<file path="src/rtl/cms_and_pipe.sv">
// -----------------------------------------------------------------------------
// cms_and_pipe
//
// Two-stage pipelined masked AND gadget in the consolidated-masking style.
// Each lane multiplies two Boolean-shared bits of SHARES shares. All
// SHARES*SHARES cross products are ring-refreshed and registered. They are
// then compressed column-wise into SHARES output shares, which are also
// registered. A valid/ready handshake provides full backpressure.
//
// Ports
//   clk         rising-edge clock
//   rst_n       asynchronous active-low reset
//   in_valid    operand shares and randomness are valid
//   in_ready    stage 1 can accept this cycle (combinational from out_ready)
//   a, b        operand shares; lane l, share i at bit l*SHARES+i
//   refreshing  fresh randomness; lane l, term k at bit l*SHARES*SHARES+k
//   out_valid   c holds a result
//   out_ready   consumer accepts c
//   c           product shares, same packing as a
// -----------------------------------------------------------------------------
module cms_and_pipe #(
    parameter int SHARES = 4,
    parameter int WIDTH  = 1
) (
    input  logic                             clk,
    input  logic                             rst_n,
    input  logic                             in_valid,
    output logic                             in_ready,
    input  logic [SHARES*WIDTH-1:0]          a,
    input  logic [SHARES*WIDTH-1:0]          b,
    input  logic [SHARES*SHARES*WIDTH-1:0]   refreshing,
    output logic                             out_valid,
    input  logic                             out_ready,
    output logic [SHARES*WIDTH-1:0]          c
);

    localparam int N = SHARES;
    localparam int M = SHARES * SHARES;

    logic [M*WIDTH-1:0] w_terms;
    logic [M*WIDTH-1:0] r_terms;
    logic [N*WIDTH-1:0] w_comp;
    logic [N*WIDTH-1:0] r_c;
    logic               r_s1_valid;
    logic               r_s2_valid;
    logic               w_s1_adv;
    logic               w_s2_adv;
    logic               w_s1_load;

    // A stage advances when it is empty or when its downstream advances.
    assign w_s2_adv  = !r_s2_valid || out_ready;
    assign w_s1_adv  = !r_s1_valid || w_s2_adv;
    assign in_ready  = w_s1_adv;
    assign w_s1_load = in_valid && w_s1_adv;

    // Ring refresh: term k takes r_k and r_(k+1 mod M), so every random bit
    // enters exactly two terms and cancels in the XOR of all output shares.
    // Randomness is strictly lane-local.
    for (genvar l = 0; l < WIDTH; l++) begin : g_lane
        for (genvar i = 0; i < N; i++) begin : g_row
            for (genvar j = 0; j < N; j++) begin : g_col
                localparam int K  = i * N + j;
                localparam int KN = (K + 1) % M;
                assign w_terms[l*M+K] = (a[l*N+i] & b[l*N+j])
                                      ^ refreshing[l*M+K]
                                      ^ refreshing[l*M+KN];
            end
        end
    end

    // Column compression reads only registered terms, so no glitchy input
    // path reaches the XOR tree.
    always_comb begin
        // NOTE: default first so this combinational block can never infer a latch.
        w_comp = '0;
        for (int l = 0; l < WIDTH; l++) begin
            for (int j = 0; j < N; j++) begin
                for (int i = 0; i < N; i++) begin
                    w_comp[l*N+j] = w_comp[l*N+j] ^ r_terms[l*M+i*N+j];
                end
            end
        end
    end

    // Stage 1: term registers load only on an accepted operand.
    always_ff @(posedge clk or negedge rst_n) begin
        if (!rst_n) begin
            r_s1_valid <= 1'b0;
            // NOTE: the term array is reset as well, so no share material from
            // an aborted operation survives a reset.
            r_terms    <= '0;
        end else begin
            // NOTE: non-blocking assignments let every stage sample pre-edge values.
            if (w_s1_adv) begin
                r_s1_valid <= in_valid;
            end
            if (w_s1_load) begin
                r_terms <= w_terms;
            end
        end
    end

    // Stage 2: compressed shares load only when stage 1 holds a result.
    always_ff @(posedge clk or negedge rst_n) begin
        if (!rst_n) begin
            r_s2_valid <= 1'b0;
            r_c        <= '0;
        end else if (w_s2_adv) begin
            r_s2_valid <= r_s1_valid;
            if (r_s1_valid) begin
                r_c <= w_comp;
            end
        end
    end

    assign out_valid = r_s2_valid;
    assign c         = r_c;

endmodule
</file>
<file path="config.mk">
export PLATFORM = sky130hd
export DESIGN_NAME = cms_and_pipe
export DESIGN_NICKNAME = d
export VERILOG_FILES = /design/src/rtl/cms_and_pipe.sv
export SDC_FILE = /design/constraint.sdc
export NUM_CORES = 1
export LEC_CHECK = 0
export BUFFER_PORTS_ARGS = -buffer_cell sky130_fd_sc_hd__buf_4
export CAP_MARGIN = 20
export CORE_UTILIZATION = 40
export DETAILED_ROUTE_END_ITERATION = 8
export PLACE_DENSITY = 0.6
export SYNTH_ARGS = -nofsm -noshare
export SYNTH_HDL_FRONTEND = slang
export SYNTH_SLANG_ARGS = --single-unit
</file>
<file path="constraint.sdc">
create_clock -name clk -period 1.8 [get_ports clk]
set_input_delay 0.18 -clock clk [delete_from_list [all_inputs] [get_ports clk]]
set_output_delay 0.18 -clock clk [all_outputs]
set_load 0.01 [all_outputs]
</file>
# Word-level counts from Yosys, hierarchy flattened
# Cells that the tools add are included.
# totals
out_inout_bits	6
input_bits	28
elab_cells	70
ff_bits	22
# op_classes
bitwise_logic	60
reduce_logical	6
# ops
op	count
bitwise XOR 1 bit	44
AND 1 bit	16
zero test 1 bit	2
logical OR 1 bit	2
AND reduction 2 bit	1
logical AND 1 bit	1

# Depth between registers and ports, before layout
# logic_depth
ltp_word	4
depth_mapped	4
ltp_nobuf	3

# Worst setup path after synthesis
# Ideal clock, no wire load.
# synth_timing
path_type	reg2reg
from	register r_s2_valid, in the netlist out_valid
to	register r_terms[0]
t_arrival_ns	1.118
period_less_slack_ns	1.243
path_stages_with_launch	5
required_time_ns	1.675
slack_ns	0.557
path_buffers	1
setup_time_ns	0.125
path_cell_list	dfrtp_1 > nand3b_4 > nand2_4 > buf_12 > mux2_4
# synth_between
elab_chain_cells	4
# synth_rtl
element	line_no	text
from (decl)	45	logic r_s2_valid;
from (signal assigned)	109	r_s2_valid <= r_s1_valid;
zero test 1 bit	51	assign w_s2_adv = !r_s2_valid || out_ready;
logical OR 1 bit	51	
logical OR 1 bit	52	assign w_s1_adv = !r_s1_valid || w_s2_adv;
net in_ready	28	output logic in_ready,
logical AND 1 bit	54	assign w_s1_load = in_valid && w_s1_adv;
to (signal assigned)	98	r_terms <= w_terms;
to (decl)	41	logic [M*WIDTH-1:0] r_terms;
# The timed path passes the listed nets, and every way through them passes these cells.
# A chain may end at the register's enable or synchronous reset.

# Worst setup path in the final report
# layout_timing
from	register r_s2_valid, in the netlist out_valid
to	register r_terms[7]
# layout_between
elab_chain_cells	4
# layout_rtl
element	line_no
zero test 1 bit	51
logical OR 1 bit	51
logical OR 1 bit	52
logical AND 1 bit	54
# No other way between the ends.

==> results.txt <==
share of layout cells above drive strength 1 - 40.0%
CTS root buf - clkbuf_4
Worst-Margin Slew - 0.277 ns
final setup violation count - 0
Syn. warnings - 0
first-pass detailed-route iteration total - 4
status - completed
clock slew at reported path FFs - 0.11 ns
PD cells - 959 mW/mm²
Cell variety after synth - 11
IR Drop Worst-Case VDD - 0.245 mV
routed len/inst - 12.0 µm
Total GRT Usage - 14.5%
Layout Nets - 175
Slew Limit Fails - 0
Synth Register Bits - 22
largest net degree at the start of global routing - 23
fmax - 805 MHz
vias in the first global route - 841
slowest CP cell - dfrtp_1
CP max FO - 16
DR vias - 841
post-route ant nets - 0
worst path cell trace - nand3b_4 > nand2_4 > mux2_2
GPL Wtd Cong - 0.746
vias per cell - 4.45
Rel. slew slack - 81.5%
Data required, critical path - 1.99 ns
Setup CP Type - register to register
clock sinks - 22
Filler cells - 301
CTS resizes - 0
unrepaired setup endpoints after global routing - false
leakage power - 0.763 nW
CP Capture Type - register
final hold viol count - 0
H-tree depth - 1
most common cell after layout, fill and taps aside - buf_4
Tcrit/Tclk final - 69.0%
die area - 0.00357 mm²
uppermost layer routed - met4
Die X - 59.7 µm
Syn-to-layout area delta - 23.6%
Post-Synthesis Cells - 109
Post-CTS Setup Repair Bufs - 0
first-pass GRT wire length - 3730 µm
# diodes - 0
Congestion Overflow GR - 0
met1 WL - 1060 µm
CTS Buffer Depth - 2
DR iter-0 viols - 16
DRC - 0
Rows - 20
TritonCTS clock tree - built
most frequent cells in the layout - buf_4, xnor2_1, dfrtp_1
CTS hold repair buffers - 1
slowest stage delay, CP - 0.42 ns
final wirelength - 2260 µm
core region area - 0.00310 mm²
met3 WL - 126 µm
average cell area after synthesis - 12.2 µm²
FF-to-FF path depth - 3
chip height - 59.7 µm
critical path arrival - 1.43 ns
worst r2r src - out_valid
Worst Setup SP - out_valid
sequential share of the synthesized area - 41.3%
Initial Utilization - 43.0%
Max-cap violations - 0
WL met2 - 1030 µm
Overall Power - 1.58 mW
Post-Syn Area - 0.00133 mm²
# port buffers - 33
Syn Nets - 137
worst hold slack - 0.0888 ns
startpoint types - register
Ports - 34
Tmin final - 1.24 ns
worst setup path endpoint - r_terms[7]
Clk Latency, worst-skew pair - 0.30 ns
CTS Buf Count - 3
r2r setup slk - 0.56 ns
initial antenna violation count - 0
Sum Neg Setup Slack - 0 ns
Clock Skews - 0.00354 ns
Worst R2R End - r_terms[7]
worst hold path type - input pin to register
-- layout make-up --
| type | count | area (µm²) | area share [%] |
|---|---|---|---|
| Clock buffer | 3 | 22.5 | 1.37 |
| Multi-Input combinational cell | 86 | 763 | 46.3 |
| Sequential cell | 22 | 551 | 33.4 |
| Tap cell | 44 | 55.1 | 3.34 |
| Timing Repair Buffer | 34 | 258 | 15.6 |
-- cell usage after synthesis --
cell type	n	area (µm²)
xnor2_1	24	210
dfrtp_1	22	551
xor2_1	20	175
nand2_1	17	63.8
mux2_2	10	113
mux2_4	10	150
nand2b_1	2	12.5
buf_12	1	20.0
nand2_4	1	11.3
nand3b_4	1	20.0
or2b_1	1	7.51
-- registers in the layout, indices dropped and copies added, names as in the netlist --
signal,flops
r_terms,16
c,4
out_valid,1
r_s1_valid,1
-- worst min-delay path by stage --
stage	from	end	slack (ns)	cells after the start
after global placement	rst_n	c[2]	0.08	1
after CTS	in_valid	r_s1_valid	0.08	2
after floorplan	rst_n	c[0]	-0.12	0
final	in_valid	r_s1_valid	0.09	2
after detailed placement	rst_n	r_terms[13]	0.08	1
after global routing	in_valid	r_s1_valid	0.09	2
-- per-layer routing --
layer	GRT usage (%)	up-vias
li1	-	428
met1	18.4	372
met3	2.60	4
met2	23.7	37
met4	6.98	0
met5	0	-
-- kinds of logic (layout without fill, tap and decap cells) --
| logic type | after synthesis | in the layout | share of synthesized area (%) |
|---|---|---|---|
| buffers and inverters | 1 | 37 | 1.50 |
| muxes | 20 | 20 | 19.7 |
| and+or+nand+nor | 22 | 22 | 8.63 |
| xor gates and xnor gates | 44 | 44 | 28.9 |
| DFF | 22 | 22 | 41.3 |
-- power by group --
group / internal, mW / switching, mW
Combinational: 0.411 / 0.234
Clock: 0.0780 / 0.135
Sequential: 0.635 / 0.0889
-- per-stage QoR --
stage,std cells,setup slack [ns],utilization (%),area (µm²)
after floorplan,109,0.557,-,1330
after global placement,185,0.589,52.1,1620
after detailed placement,185,0.557,52.1,1620
after CTS,189,0.542,53.1,1650
after global routing,189,0.500,53.1,1650
final,189,0.558,53.1,1650
-- critical path: cells and delay by family, from the launching register on --
kind,cells,cell delay [ns]
multiplexers,1,0.37
AND/OR/NAND/NOR,2,0.35
flip-flops,1,0.42
No activity file was read; power rests on OpenSTA's default activity.
